[config.mk]
export PLATFORM = sky130hd
export DESIGN_NAME = settings_bus_master_flat
export DESIGN_NICKNAME = d
export VERILOG_FILES = /design/src/rtl/settings_bus_master_if.sv /design/src/rtl/settings_bus_master.sv /design/src/flat_wrapper.sv
export SDC_FILE = /design/constraint.sdc
export NUM_CORES = 1
export LEC_CHECK = 0
export CORE_MARGIN = 8
export CORE_UTILIZATION = 30
export DETAILED_ROUTE_END_ITERATION = 12
export PLACE_DENSITY = 0.71
export SLEW_MARGIN = 40
export SYNTH_ARGS = -nofsm -noshare
export SYNTH_HDL_FRONTEND = slang
export SYNTH_SLANG_ARGS = --single-unit
[constraint.sdc]
create_clock -name clk -period 3.85 [get_ports clk]
set_clock_uncertainty 0.15 [all_clocks]
set_input_delay 0.77 -clock clk [delete_from_list [all_inputs] [get_ports clk]]
set_output_delay 0.77 -clock clk [all_outputs]
set_load 0.05 [all_outputs]
[src/rtl/settings_bus_master_if.sv]
// Settings bus master port bundle: command/response streams, write strobe bus
// and readback mux select/data. The master modport is the initiator's view.
interface settings_bus_master_if #(
  parameter int AWIDTH = 8
);
  logic [63:0]       cmd_tdata;
  logic              cmd_tvalid;
  logic              cmd_tready;
  logic [63:0]       rsp_tdata;
  logic              rsp_tvalid;
  logic              rsp_tready;
  logic              set_stb;
  logic [AWIDTH-1:0] set_addr;
  logic [31:0]       set_data;
  logic [AWIDTH-1:0] rb_addr;
  logic [31:0]       rb_data;
  logic              busy;

  modport master (
    input  cmd_tdata, cmd_tvalid, rsp_tready, rb_data,
    output cmd_tready, rsp_tdata, rsp_tvalid, set_stb, set_addr, set_data,
           rb_addr, busy
  );

  modport slave (
    output cmd_tdata, cmd_tvalid, rsp_tready, rb_data,
    input  cmd_tready, rsp_tdata, rsp_tvalid, set_stb, set_addr, set_data,
           rb_addr, busy
  );
endinterface

[src/rtl/settings_bus_master.sv]
// Settings bus initiator: turns host command words into write strobes or readback
// responses. Define SB_WRITE_ACK_EN to make writes return an ack response too.
module settings_bus_master #(
  parameter int AWIDTH     = 8,
  parameter int STROBE_GAP = 0,
  parameter int RB_LATENCY = 1
) (
  input  logic                  clk,
  input  logic                  rst,
  settings_bus_master_if.master m_bus,
  output logic [2:0]            o_dbg_state
);

  // Handshakes: a beat transfers on the clock edge where valid and ready are both
  // high; valid and data stay stable until then, ready may change freely.
  typedef enum logic [2:0] {
    S_IDLE    = 3'd0,
    S_STROBE  = 3'd1,
    S_GAP     = 3'd2,
    S_RB_WAIT = 3'd3,
    S_RESP    = 3'd4
  } state_t;

`ifdef SB_WRITE_ACK_EN
  localparam bit WR_ACK = 1'b1;
`else
  localparam bit WR_ACK = 1'b0;
`endif

  localparam logic [7:0] GAP_M1 = (STROBE_GAP > 0) ? 8'(STROBE_GAP - 1) : 8'd0;
  localparam logic [7:0] LAT_M1 = 8'(RB_LATENCY - 1);

  state_t            r_state;
  logic [7:0]        r_cnt;
  logic [7:0]        r_seq;
  logic [AWIDTH-1:0] r_addr;
  logic              r_cmd_tready;
  logic              r_rsp_tvalid;
  logic [63:0]       r_rsp_tdata;
  logic              r_set_stb;
  logic [AWIDTH-1:0] r_set_addr;
  logic [31:0]       r_set_data;
  logic [AWIDTH-1:0] r_rb_addr;

  logic              w_accept;
  logic [AWIDTH-1:0] w_cmd_addr;
  logic [15:0]       w_addr16;
  logic [63:0]       w_wr_ack_word;
  logic              w_unused_bits;

  // r_cmd_tready is only ever set while in IDLE, so it alone qualifies an accept.
  assign w_accept      = m_bus.cmd_tvalid & r_cmd_tready;
  assign w_cmd_addr    = m_bus.cmd_tdata[32 +: AWIDTH];
  assign w_wr_ack_word = {1'b0, 7'b0, r_seq, w_addr16, 32'h0};
  assign w_unused_bits = ^{m_bus.cmd_tdata[62:56], m_bus.cmd_tdata[47:32]};

  always_comb begin
    w_addr16 = '0;
    w_addr16[AWIDTH-1:0] = r_addr;
  end

  always_ff @(posedge clk) begin
    if (rst) begin
      r_state      <= S_IDLE;
      r_cnt        <= '0;
      r_seq        <= '0;
      r_addr       <= '0;
      r_cmd_tready <= 1'b0;
      r_rsp_tvalid <= 1'b0;
      r_rsp_tdata  <= '0;
      r_set_stb    <= 1'b0;
      r_set_addr   <= '0;
      r_set_data   <= '0;
      r_rb_addr    <= '0;
    end else begin
      case (r_state)
        S_IDLE: begin
          if (w_accept) begin
            r_cmd_tready <= 1'b0;
            r_seq        <= m_bus.cmd_tdata[55:48];
            r_addr       <= w_cmd_addr;
            if (m_bus.cmd_tdata[63]) begin
              r_rb_addr <= w_cmd_addr;
              r_cnt     <= LAT_M1;
              r_state   <= S_RB_WAIT;
            end else begin
              r_set_stb  <= 1'b1;
              r_set_addr <= w_cmd_addr;
              r_set_data <= m_bus.cmd_tdata[31:0];
              r_state    <= S_STROBE;
            end
          end else begin
            r_cmd_tready <= 1'b1;
          end
        end
        S_STROBE: begin
          r_set_stb <= 1'b0;
          if (STROBE_GAP > 0) begin
            r_cnt   <= GAP_M1;
            r_state <= S_GAP;
          end else if (WR_ACK) begin
            r_rsp_tvalid <= 1'b1;
            r_rsp_tdata  <= w_wr_ack_word;
            r_state      <= S_RESP;
          end else begin
            r_cmd_tready <= 1'b1;
            r_state      <= S_IDLE;
          end
        end
        S_GAP: begin
          if (r_cnt != 8'd0) begin
            r_cnt <= r_cnt - 8'd1;
          end else if (WR_ACK) begin
            r_rsp_tvalid <= 1'b1;
            r_rsp_tdata  <= w_wr_ack_word;
            r_state      <= S_RESP;
          end else begin
            r_cmd_tready <= 1'b1;
            r_state      <= S_IDLE;
          end
        end
        S_RB_WAIT: begin
          // rb_data is sampled in the RB_LATENCY-th cycle after rb_addr changed.
          if (r_cnt != 8'd0) begin
            r_cnt <= r_cnt - 8'd1;
          end else begin
            r_rsp_tvalid <= 1'b1;
            r_rsp_tdata  <= {1'b1, 7'b0, r_seq, w_addr16, m_bus.rb_data};
            r_state      <= S_RESP;
          end
        end
        S_RESP: begin
          if (m_bus.rsp_tready) begin
            r_rsp_tvalid <= 1'b0;
            r_cmd_tready <= 1'b1;
            r_state      <= S_IDLE;
          end
        end
        default: r_state <= S_IDLE;
      endcase
    end
  end

  assign m_bus.cmd_tready = r_cmd_tready;
  assign m_bus.rsp_tvalid = r_rsp_tvalid;
  assign m_bus.rsp_tdata  = r_rsp_tdata;
  assign m_bus.set_stb    = r_set_stb;
  assign m_bus.set_addr   = r_set_addr;
  assign m_bus.set_data   = r_set_data;
  assign m_bus.rb_addr    = r_rb_addr;
  assign m_bus.busy       = (r_state != S_IDLE);
  assign o_dbg_state      = r_state;

endmodule

[src/flat_wrapper.sv]
// flat-port wrapper written by rule: the top's interface ports become plain ports
module settings_bus_master_flat 
#(
  parameter int AWIDTH     = 8,
  parameter int STROBE_GAP = 0,
  parameter int RB_LATENCY = 1
)
  (clk, rst, o_dbg_state, m_bus_cmd_tdata, m_bus_cmd_tvalid, m_bus_rsp_tready, m_bus_rb_data, m_bus_cmd_tready, m_bus_rsp_tdata, m_bus_rsp_tvalid, m_bus_set_stb, m_bus_set_addr, m_bus_set_data, m_bus_rb_addr, m_bus_busy);
  settings_bus_master_if #(.AWIDTH(AWIDTH)) m_bus_i ();
  input  logic clk;
  input  logic rst;
  output logic [2:0] o_dbg_state;
  input wire logic [$bits(m_bus_i.cmd_tdata)-1:0] m_bus_cmd_tdata;
  input wire logic [$bits(m_bus_i.cmd_tvalid)-1:0] m_bus_cmd_tvalid;
  input wire logic [$bits(m_bus_i.rsp_tready)-1:0] m_bus_rsp_tready;
  input wire logic [$bits(m_bus_i.rb_data)-1:0] m_bus_rb_data;
  output wire logic [$bits(m_bus_i.cmd_tready)-1:0] m_bus_cmd_tready;
  output wire logic [$bits(m_bus_i.rsp_tdata)-1:0] m_bus_rsp_tdata;
  output wire logic [$bits(m_bus_i.rsp_tvalid)-1:0] m_bus_rsp_tvalid;
  output wire logic [$bits(m_bus_i.set_stb)-1:0] m_bus_set_stb;
  output wire logic [$bits(m_bus_i.set_addr)-1:0] m_bus_set_addr;
  output wire logic [$bits(m_bus_i.set_data)-1:0] m_bus_set_data;
  output wire logic [$bits(m_bus_i.rb_addr)-1:0] m_bus_rb_addr;
  output wire logic [$bits(m_bus_i.busy)-1:0] m_bus_busy;
  assign m_bus_i.cmd_tdata = m_bus_cmd_tdata;
  assign m_bus_i.cmd_tvalid = m_bus_cmd_tvalid;
  assign m_bus_i.rsp_tready = m_bus_rsp_tready;
  assign m_bus_i.rb_data = m_bus_rb_data;
  assign m_bus_cmd_tready = m_bus_i.cmd_tready;
  assign m_bus_rsp_tdata = m_bus_i.rsp_tdata;
  assign m_bus_rsp_tvalid = m_bus_i.rsp_tvalid;
  assign m_bus_set_stb = m_bus_i.set_stb;
  assign m_bus_set_addr = m_bus_i.set_addr;
  assign m_bus_set_data = m_bus_i.set_data;
  assign m_bus_rb_addr = m_bus_i.rb_addr;
  assign m_bus_busy = m_bus_i.busy;
  settings_bus_master #(.AWIDTH(AWIDTH), .STROBE_GAP(STROBE_GAP), .RB_LATENCY(RB_LATENCY)) u_core (.clk(clk), .rst(rst), .m_bus(m_bus_i), .o_dbg_state(o_dbg_state));
endmodule
Word-level counts from Yosys, hierarchy flattened
Cells that the tools add are included.

Add/sub/neg operators: 1. Multipliers: 0. Divide/modulo/power cells: 0. Order comparisons: 0. Equality and inequality tests: 11. Shifts and indexed selects: 0. Multiplexer cells: 19. Bitwise logic cells: 3. Reduce and logical (&&, ||, !) cells: 17.

Operator list (count): 8-bit two-way mux (3); 8-bit one-hot mux with 2 select lines (1); 3-bit AND reduction (5); 3-bit two-way mux (4); 3-bit one-hot mux with 4 select lines (1); 2-bit inequality test (second input constant) (5); 4-bit AND reduction (2); 8-bit nonzero test (1); 8-bit by 1-bit subtractor with 8-bit output (second input constant) (1); 3-bit by 2-bit equality test with 1-bit output (second input constant) (2); 1-bit two-way mux (6); 2-bit nonzero test (3); 2-bit by 1-bit inequality test with 1-bit output (second input constant) (2); 1-bit one-hot mux with 2 select lines (2); 1-bit one-hot mux with 4 select lines (1); 2-bit AND reduction (2); 4-bit nonzero test (1); 3-bit by 1-bit equality test with 1-bit output (second input constant) (1); 3-bit equality test (second input constant) (1); 3-bit zero test (1); 3-bit nonzero test (1); 2-bit two-way mux (1); 1-bit NOT (2); 2-bit OR reduction (1); 1-bit bitwise AND (1).

Flip-flop bits (word level): 127. Latch bits: 0. Memory bits (writable): 0. ROM bits: 0. Input bits: 100. Output and inout bits: 119. Logic and storage cells: 62. Memories: 0.

Logic depth before layout (Yosys ltp)
Gate-level depths: netlist of run 1.

Word-level depth: 4. Mapped depth: 9. Mapped depth without buffers: 6.

Worst setup path after synthesis of run 1
No wires, ideal clock.

Path type: register to output. Start: register u_core.r_state[2] (netlist: u_core.o_dbg_state[2]). End: output m_bus_busy. Data arrival time: 1.297 ns. Path slack: 1.633 ns. Stages on the path, launching flop included: 3. Path buffers: 0. Path through: dfxtp_1 > inv_1 > nand2_1.

Word-level cells in the longest chain between the ends: 1.

RTL lines: start: declaration (line settings_bus_master.sv:33) `state_t r_state;`; start signal: assignment (line settings_bus_master.sv:64) `r_state <= S_IDLE;`; start signal: assignment (line settings_bus_master.sv:85) `r_state <= S_RB_WAIT;`; start signal: assignment (line settings_bus_master.sv:90) `r_state <= S_STROBE;`; 3-bit nonzero test (line settings_bus_master.sv:151) `assign m_bus.busy = (r_state != S_IDLE);`; end: declaration (line flat_wrapper.sv:24) `output wire logic [$bits(m_bus_i.busy)-1:0] m_bus_busy;`.

No other way between the ends.

Final worst setup path of run 1
Start: register u_core.r_state[1] (netlist: u_core.o_dbg_state[1]). End: output m_bus_busy.

The elaborated chain is that of the path after synthesis.

==> metrics.csv, run 1 <==
metric,value,unit
synth_top_area_share,53.2,%
place.detailed.hpwl,10100,um
swShare,24.3,%
grt_pass1_vias,4384,
drv_slew,0,
drc_errors,0,
hold_depth,2,
fp.dieArea,0.0202,sq mm
clkSinkCount,127,
drtIter0Drc,200,
io_pins,219,
synth_area_leaders,"dfxtp_1, nand2_1, a21oi_1",
setup-tns-final,0,ns
wl_per_cell,14.4,um
synth_area_leader_cell,dfxtp_1,
min-delay-start,u_core.m_bus.rsp_tdata[22],
clk_pin_slew_worst_paths,0.06,ns
viasPerCell,4.48,
grt.total_usage,14.3,%
start_util,30.4,%
ys_warn_count,0,
cts_max_path_buffers,2,
rsz0062_at_grt,false,
start_kind,register,
fp.coreArea,0.0157,sq mm
drt_first_pass_iters,4,
yosysMostFrequentCell,nand2_1,
period_minus_slack,2.90,ns
ir_drop,0.000261,V
syn_area,0.00478,sq mm
critical_path.startpoint,u_core.o_dbg_state[1],
worstPathArrival,1.98,ns
timing.rr.start,u_core.r_cnt[0],
max_freq,0.344,GHz
synth_ff_type,dfxtp_1,
ys_async_sr_fraction,0,%
multiInputGateArea,0.00198,sq mm
endpoint_kind,output pin,
area.sequential,0.00254,sq mm
rr_worst_depth,6,
fp.dieW,142,um
powerDensity,487,mW/mm^2
tightest_slew,0.741,ns
antenna_found_initial,0,
synth_seq_area_share,53.2,%
grt_pass1_wl,22700,um
maxSlewHeadroom,50.5,%
finalSetupViolations,0,
synthTopCellsByCount,"nand2_1, dfxtp_1, a21oi_1",
postSynthCellCount,598,
clk-insertion-delay-late,0.41,ns
post_cts_buffers,0,
die_y,142,um
areaGrowthSynthToFinish,54.9,%
ctsRootBufferMaster,clkbuf_16,
synth-compound-area-share,15.1,%
synth_edf_count,0,
cts_tree,yes,
p_leak,2.56,nW
p_int,2.73,mW
routed_wl,14400,um
post_cts_resized,0,
numPortBuffers,188,
layout-drive-gt1-share,5.74,%
power_frac_seq,38.4,%
post-route-util,47.1,%
syn-mean-instance-area,7.99,sq um
num_vias,4475,
worstPathRequired,2.93,ns
final_antenna_net_count,0,
synth_cell_types,42,
fin_nets,873,
grt_remaining_overflow,0,
ctsHoldBuffers,0,
grt_max_degree,51,
gp_congestion,0.789,
comb_power_share,11.9,%
fillCellCount,1570,
pwr-share-clk,49.7,%
htreeDepth,4,
synth_top_family_by_area,simple AND/OR/NAND/NOR gates,
min_path_type,reg -> reg,
cap_violations,0,
critPathKind,reg -> out,
ys_ff_latch,127,
synth_simple_gate_area_share,23.8,%
diodes,0,
hold_viol_final,0,
synth_xor_area_share,0.183,%
outcome,finished clean,
synthAdderAreaFrac,0.523,%
synthMuxAreaShare,0.419,%
period_share,75.4,%
path_max_fanout,11,
row_count,46,
cts_buffers,17,
p_switching,878,uW
==> critical path: stages (launching register included) <==
cell and delay, ns:
dfxtp_1 0.53, nor2_1 0.15, nand2_1 0.10, clkdlybuf4s50_1 0.80
==> metal layers <==
layer | track usage [%] | part of all wire [%] | vias to the layer above
met5 | 0 | 0 | -
met4 | 5.09 | 1.1 | 0
met3 | 7.88 | 12 | 12
met2 | 21.3 | 42 | 160
met1 | 16.9 | 45 | 2021
li1 | - | - | 2282
==> power groups by stage <==
stage,logic (mW),registers [mW],clock network [mW]
after floorplan,0.194,1.48,0
after global placement,0.429,1.41,0
after detailed placement,0.431,1.41,0
after CTS,0.433,1.38,1.84
after global routing,0.465,1.39,1.91
final,0.429,1.39,1.79
==> registers in the layout, indices dropped and copies added, names as in the netlist <==
register	flops
u_core.m_bus.rsp_tdata	49
u_core.m_bus.set_data	32
u_core.m_bus.rb_addr	8
u_core.m_bus.set_addr	8
u_core.r_addr	8
u_core.r_cnt	8
u_core.r_seq	8
u_core.o_dbg_state	3
u_core.m_bus.cmd_tready	1
u_core.m_bus.rsp_tvalid	1
u_core.m_bus.set_stb	1
==> path summary, 6_finish.rpt <==
kind | end | slack [ns]
max | m_bus_busy | 0.95
min | u_core.m_bus.rsp_tdata[22] | 0.30
max reg2reg | u_core.m_bus.rsp_tdata[14] | 1.72
min reg2reg | u_core.m_bus.rsp_tdata[22] | 0.30
==> per-stage QoR <==
step                      worst slack [ns]  power [mW]  cells  area (sq um)  hold slack, ns
after floorplan                       1.63        1.68    612          4830           0.287
after global placement               0.991        1.84    968          6730           0.287
after detailed placement             0.920        1.84    968          6730           0.292
after CTS                            0.918        3.66   1000          7410           0.300
after global routing                 0.810        3.76   1000          7410           0.310
final                                0.946        3.61   1000          7410           0.298
==> cells by family (layout without fill, tap and decap cells) <==
family	count (synthesis)	count (layout)
adders and majority gates	2	2
muxes	2	2
AOI/OAI and AO/OA	137	137
DFF	127	127
xor gates and xnor gates	1	1
buffers and inverters	59	231
other	1	15
and+or+nand+nor	269	269
==> final cells by class <==
cell class | instances | share of cell area [%]
Inverter | 5 | 0.253
Clock inverter | 12 | 2.77
Timing Repair Buffer | 194 | 26.0
Tap cell | 216 | 3.65
Clock buffer | 20 | 6.30
Sequential cell | 127 | 34.3
Multi-Input combinational cell | 426 | 26.7
==> cells in the final DEF, fill, tap and decap left out, drive strengths merged, types with 5 or more instances in the layout <==
master         netlist  final
a21oi              121    121
nand2              224    224
clkdlybuf4s50        0    187
buf                 35      7
nor2                 8      8
bufinv               0      5
conb                 1     15
clkbuf              19     20
nand3               10     10
nand2b               5      5
dfxtp              127    127
inv                  5      7
Note: power is estimated with default switching activity, not from simulation.
==> run 2, diff against run 1 <==
- clock period: 3.85 -> 2.7 ns (I/O delays scaled with it)
==> run 2 against run 1 <==
  * First-iteration DRC count down 23%
  * Core utilization shrank 0.22 points
  * Register-to-register slack worse by 1.0 ns
  * Power rose by 34%
  * Design area decreased by 0.47%
  * Die area unchanged
  * Largest cell class unchanged
  * Clock power grew 25%
  * Non-clock buffer count is 3 higher
  * Sequential power is 42% higher
==> metrics.csv, run 2 (synthesis results as in run 1) <==
metric,value,unit,change
setup-tns-final,0,ns,unchanged
start_kind,register,,unchanged
min_path_type,reg -> reg,,unchanged
period_share,94.2,%,
grt_pass1_wl,22700,um,about the same
path_max_fanout,11,,unchanged
critical_path.startpoint,u_core.o_dbg_state[0],,was u_core.o_dbg_state[1]
io_pins,219,,unchanged
fp.dieW,142,um,unchanged
layout-drive-gt1-share,5.98,%,was 5.74%
largest_reg_flops,49,,unchanged
cts_buffers,17,,unchanged
areaGrowthSynthToFinish,54.2,%,was 54.9%
drc_errors,0,,unchanged
post_cts_buffers,0,,unchanged
worstPathRequired,2.01,ns,was 2.93 ns
worst-path-stages,1,,was 3
cts_tree,yes,,unchanged
worstPathArrival,1.85,ns,was 1.98 ns
slowest_stage,clkdlybuf4s50_1,,unchanged
viasPerCell,4.49,,was 4.48
drtIter0Drc,155,,was 200
finalSetupViolations,0,,unchanged
fp.coreArea,0.0157,sq mm,unchanged
hold_viol_final,0,,unchanged
fillCellCount,1539,,was 1570
critPathKind,reg -> out,,unchanged
wl_per_cell,14.4,um,about the same
rr_worst_depth,7,,was 6
outcome,finished clean,,unchanged
die_y,142,um,unchanged
drv_slew,0,,unchanged
final_antenna_net_count,0,,unchanged
final_cells,1002,,was 1000
timing.rr.start,u_core.r_cnt[0],,unchanged
ctsRootBufferMaster,clkbuf_16,,unchanged
fin_nets,876,,was 873
cp.buffers_inverters,1,,unchanged
tightest_slew,0.666,ns,was 0.741 ns
max_stage_delay,0.91,ns,was 0.80 ns
start_util,30.4,%,unchanged
grt_max_degree,57,,was 51
worst_r2r_endpoint,u_core.m_bus.rsp_tdata[54],,was u_core.m_bus.rsp_tdata[14]
cap_violations,0,,unchanged
dp.cells,971,,was 968
ctsHoldBuffers,0,,unchanged
fp.dieArea,0.0202,sq mm,unchanged
post_cts_resized,1,,was 0
crit_chain,clkdlybuf4s50_1,,"was nor2_1, nand2_1, clkdlybuf4s50_1"
diodes,0,,unchanged
antenna_found_initial,0,,unchanged
period_minus_slack,2.54,ns,
clk_pin_slew_worst_paths,0.06,ns,about the same
grt_remaining_overflow,0,,unchanged
numPortBuffers,188,,unchanged
ir_drop,0.000392,V,was 0.000261 V
layout_commonest_cell,nand2_1,,unchanged
rsz0062_at_grt,false,,unchanged
grt_pass1_vias,4353,,was 4384
final_cell_mix,"nand2_1, clkdlybuf4s50_1, dfxtp_1",,unchanged
htreeDepth,4,,unchanged
clkSinkCount,127,,unchanged
drt_first_pass_iters,4,,unchanged
place.detailed.hpwl,10100,um,about the same
max_freq,0.393,GHz,
gp_congestion,0.774,,was 0.789
p_leak,2.54,nW,was 2.56 nW
ff2ff_setup_slack,0.71,ns,was 1.72 ns
cts_max_path_buffers,2,,unchanged
powerDensity,654,mW/mm^2,was 487 mW/mm^2
num_vias,4502,,was 4475
p_total,4.82,mW,was 3.61 mW
row_count,46,,unchanged
maxSlewHeadroom,55.5,%,was 50.5%
routed_wl,14500,um,was 14400 um
grt.total_usage,14.2,%,was 14.3%
hold_slack,0.297,ns,was 0.298 ns
cp_top_family,buffers and inverters,,unchanged
endpoint_kind,output pin,,unchanged
clk-insertion-delay-late,0.41,ns,about the same
hold_depth,2,,unchanged
cp-endpoint,o_dbg_state[0],,was m_bus_busy
==> run 2: report_power, final <==
part	switching, mW	leakage (nW)	total [mW]	internal [mW]
sequential	0.0429	1.03	1.98	1.93
combinational	0.371	1.24	0.621	0.250
clock	0.848	0.275	2.23	1.38
total	1.26	2.54	4.82	3.56
==> run 2: how the worst min path moves through the flow <==
stage | startpoint | endpoint | slack (ns)
2_1_floorplan | u_core.r_addr[0] | u_core.m_bus.rsp_tdata[32] | 0.29
3_3_place_gp | u_core.m_bus.rsp_tdata[28] | u_core.m_bus.rsp_tdata[28] | 0.29
3_5_place_dp | u_core.m_bus.rsp_tdata[30] | u_core.m_bus.rsp_tdata[30] | 0.29
4_1_cts | u_core.m_bus.rsp_tdata[30] | u_core.m_bus.rsp_tdata[30] | 0.30
5_1_grt | u_core.m_bus.rsp_tdata[28] | u_core.m_bus.rsp_tdata[28] | 0.31
6_report | u_core.m_bus.rsp_tdata[15] | u_core.m_bus.rsp_tdata[15] | 0.30
==> run 2: per-layer routing <==
metal  GRT usage [%]  up-vias  wire length, um
li1                -     2294                -
met2            21.1      187             6120
met1            16.4     2004             6190
met3            8.02       17             1920
met4            5.99        0              249
met5               0        -                0
==> run 2: area by class of cell <==
cell class,count,area [sq um],area share (%)
Sequential cell,127,2540,34.5
Timing Repair Buffer,197,1980,26.9
Multi-Input combinational cell,426,1980,26.8
Clock buffer,18,439,5.96
Tap cell,216,270,3.67
Clock inverter,13,140,1.90
Inverter,5,18.8,0.255
==> run 2: metrics by stage <==
stage,instance area (sq um),setup WS [ns],util [%]
after floorplan,4830,0.692,-
after global placement,6790,0.119,43.2
after detailed placement,6790,0.0805,43.2
after CTS,7370,0.132,46.9
after global routing,7370,0.0602,46.9
final,7370,0.158,46.9
==> run 3, diff against run 2 <==
- ABC_AREA: unset -> 1
- SETUP_SLACK_MARGIN: unset -> 0.3
==> run 3 against run 2 <==
  * Sequential power is essentially flat
  * Combinational power increased by 17%
  * Final cell count grew 2.8%
  * Maximum frequency increased by 10%
  * Critical endpoint is now o_dbg_state[1]
  * Highest routed layer unchanged
==> metrics.csv, run 3 <==
metric,value,unit,change
endpoint_kind,output pin,,unchanged
start_kind,register,,unchanged
pwr-share-clk,46.6,%,was 46.2%
max_freq,0.434,GHz,was 0.393 GHz
path_max_fanout,3,,was 11
drtIter0Drc,236,,was 155
fp.coreArea,0.0158,sq mm,was 0.0157 sq mm
worst_r2r_endpoint,u_core.r_cnt[6],,was u_core.m_bus.rsp_tdata[54]
io_pins,219,,unchanged
post_cts_buffers,0,,unchanged
ir_drop,0.000422,V,was 0.000392 V
start_util,30.6,%,was 30.4%
layout-drive-gt1-share,7.13,%,was 5.98%
synth_area_leader_cell,dfxtp_1,,unchanged
gp_congestion,0.747,,was 0.774
yosysMostFrequentCell,dfxtp_1,,was nand2_1
die_y,143,um,was 142 um
min-delay-start,u_core.m_bus.rsp_tdata[34],,was u_core.m_bus.rsp_tdata[15]
syn-mean-instance-area,7.73,sq um,was 7.99 sq um
drc_errors,0,,unchanged
ys_warn_count,0,,unchanged
drv_slew,0,,unchanged
synth_edf_count,0,,unchanged
min_to,u_core.m_bus.rsp_tdata[34],,was u_core.m_bus.rsp_tdata[15]
swShare,26.9,%,was 26.2%
period_minus_slack,2.31,ns,was 2.54 ns
cts_max_path_buffers,2,,unchanged
postSynthCellCount,623,,was 598
grt_max_degree,57,,unchanged
crit_chain,clkdlybuf4s50_1,,unchanged
cp_top_family,buffers and inverters,,unchanged
synth_area_leaders,"dfxtp_1, nor2_1, nand2_1",,"was dfxtp_1, nand2_1, a21oi_1"
fin_nets,903,,was 876
drt_first_pass_iters,4,,unchanged
ctsHoldBuffers,0,,unchanged
layout_commonest_cell,clkdlybuf4s50_1,,was nand2_1
timing.rr.start,u_core.r_cnt[0],,unchanged
maxSlewHeadroom,54.1,%,was 55.5%
fp.dieW,143,um,was 142 um
synth_seq_area_share,52.8,%,was 53.2%
fillCellCount,1575,,was 1539
final_cell_mix,"clkdlybuf4s50_1, dfxtp_1, nor2_1",,"was nand2_1, clkdlybuf4s50_1, dfxtp_1"
synth_ff_type,dfxtp_1,,unchanged
final_antenna_net_count,0,,unchanged
numPortBuffers,188,,unchanged
p_leak,2.84,nW,was 2.54 nW
grt.total_usage,15.1,%,was 14.2%
num_vias,4626,,was 4502
synthTopCellsByCount,"dfxtp_1, nor2_1, nand2_1",,"was nand2_1, dfxtp_1, a21oi_1"
clk_pin_slew_worst_paths,0.06,ns,about the same
diodes,0,,unchanged
row_count,46,,unchanged
syn_area,0.00482,sq mm,was 0.00478 sq mm
rr_worst_depth,9,,was 7
p_int,3.71,mW,was 3.56 mW
clkSinkCount,127,,unchanged
max_stage_delay,0.84,ns,was 0.91 ns
fp.dieArea,0.0204,sq mm,was 0.0202 sq mm
areaGrowthSynthToFinish,54.7,%,was 54.2%
hold_viol_final,0,,unchanged
cap_violations,0,,unchanged
multiInputGateArea,0.00199,sq mm,was 0.00198 sq mm
post-route-util,47.3,%,was 46.9%
tightest_slew,0.687,ns,was 0.666 ns
area.sequential,0.00254,sq mm,unchanged
min_path_type,reg -> reg,,unchanged
ys_ff_latch,127,,unchanged
htreeDepth,4,,unchanged
viasPerCell,4.49,,about the same
ff2ff_setup_slack,0.77,ns,was 0.71 ns
p_switching,1.36,mW,was 1.26 mW
cts_buffers,17,,unchanged
cts_tree,yes,,unchanged
clk-insertion-delay-late,0.41,ns,about the same
antenna_found_initial,0,,unchanged
cp.buffers_inverters,1,,unchanged
power_frac_seq,39.1,%,was 41.0%
setup-tns-final,0,ns,unchanged
period_share,85.4,%,was 94.2%
routed_wl,15300,um,was 14500 um
hold_depth,2,,unchanged
ys_async_sr_fraction,0,%,unchanged
grt_pass1_vias,4651,,was 4353
powerDensity,680,mW/mm^2,was 654 mW/mm^2
grt_pass1_wl,24100,um,was 22700 um
worstPathArrival,1.62,ns,was 1.85 ns
largest_reg_flops,49,,unchanged
synth_cell_types,24,,was 42
rsz0062_at_grt,false,,unchanged
outcome,finished clean,,unchanged
finalSetupViolations,0,,unchanged
ctsRootBufferMaster,clkbuf_16,,unchanged
worstPathRequired,2.01,ns,about the same
synth_top_area_share,52.8,%,was 53.2%
place.detailed.hpwl,10700,um,was 10100 um
comb_power_share,14.3,%,was 12.9%
wl_per_cell,14.9,um,was 14.4 um
slowest_stage,clkdlybuf4s50_1,,unchanged
critPathKind,reg -> out,,unchanged
grt_remaining_overflow,0,,unchanged
[run 3: cell count changes in the layout (fill, tap and decap cells not counted), moves of 5 or more]
cell      previous run  this run
a21oi_1            121        69
buf_4                7        12
inv_1                5        14
nand2_1            224        95
nand2b_1             5         0
nand3_1             10        56
nor2_1               7       126
o21ai_0              3        56
[run 3: per-stage QoR]
stage	std cells	worst slack, ns	instance area [sq um]	power [mW]	hold slack (ns)
finish	1030	0.395	7450	5.07	0.308
detailed placement	998	0.327	6840	2.75	0.300
CTS	1030	0.364	7450	5.14	0.309
global route	1030	0.320	7450	5.29	0.324
floorplan	637	0.637	4870	2.47	0.290
global placement	998	0.331	6840	2.75	0.292
[run 3: power groups by stage]
| stage | clock network, mW | logic, mW | registers, mW |
|---|---|---|---|
| floorplan | 0 | 0.284 | 2.18 |
| global placement | 0 | 0.729 | 2.02 |
| detailed placement | 0 | 0.731 | 2.02 |
| CTS | 2.43 | 0.733 | 1.98 |
| global route | 2.51 | 0.784 | 1.99 |
| finish | 2.36 | 0.727 | 1.98 |
[run 3: worst register-to-register path: cells and delay by family (launching register included)]
family,cells,cell delay (ns)
AOI/OAI and AO/OA,1,0.15
adders and majority gates,1,0.17
buffers and inverters,2,0.38
DFF,1,0.31
and+or+nand+nor,5,0.68
[run 3: repair_timing]
action	4_1_cts	5_1_grt
setup endpoints to repair	3	0
gates resized for setup	3	0
endpoints found under the hold margin	0	0
[run 3: cells by family after synthesis]
| kind of cell | after synthesis | synth area share, % |
|---|---|---|
| flops | 127 | 52.8 |
| simple gates | 293 | 25.7 |
| fa+ha+maj | 2 | 0.519 |
| xor+xnor | 2 | 0.364 |
| other cells | 1 | 0.0778 |
| compound gates | 127 | 13.3 |
| buf+inv | 71 | 7.24 |
[run 3: worst max path at each step]
stage / from / slack, ns / to / depth (start not counted)
global route: u_core.o_dbg_state[1] / 0.32 / o_dbg_state[1] / 1
detailed placement: m_bus_cmd_tvalid / 0.33 / u_core.m_bus.set_data[12] / 6
finish: u_core.o_dbg_state[1] / 0.39 / o_dbg_state[1] / 1
CTS: u_core.o_dbg_state[1] / 0.36 / o_dbg_state[1] / 1
global placement: m_bus_cmd_tvalid / 0.33 / u_core.m_bus.set_data[12] / 6
floorplan: u_core.o_dbg_state[2] / 0.64 / u_core.r_cnt[7] / 8
[run 3: final cells by class]
cell class	instances	area share, %
clock buffers	19	6.08
clock inverters	13	2.18
inverters	16	0.806
multi-input cells	439	26.7
flip-flops and latches	127	34.1
well taps	216	3.63
repair buffers	200	26.5
[run 3: metal layers]
layer	track usage (%)	vias to the layer above	share of wire, %
met5	0	-	0
met4	5.20	0	1.0
li1	-	2363	-
met3	8.65	11	13
met2	23.6	172	44
met1	17.0	2080	42
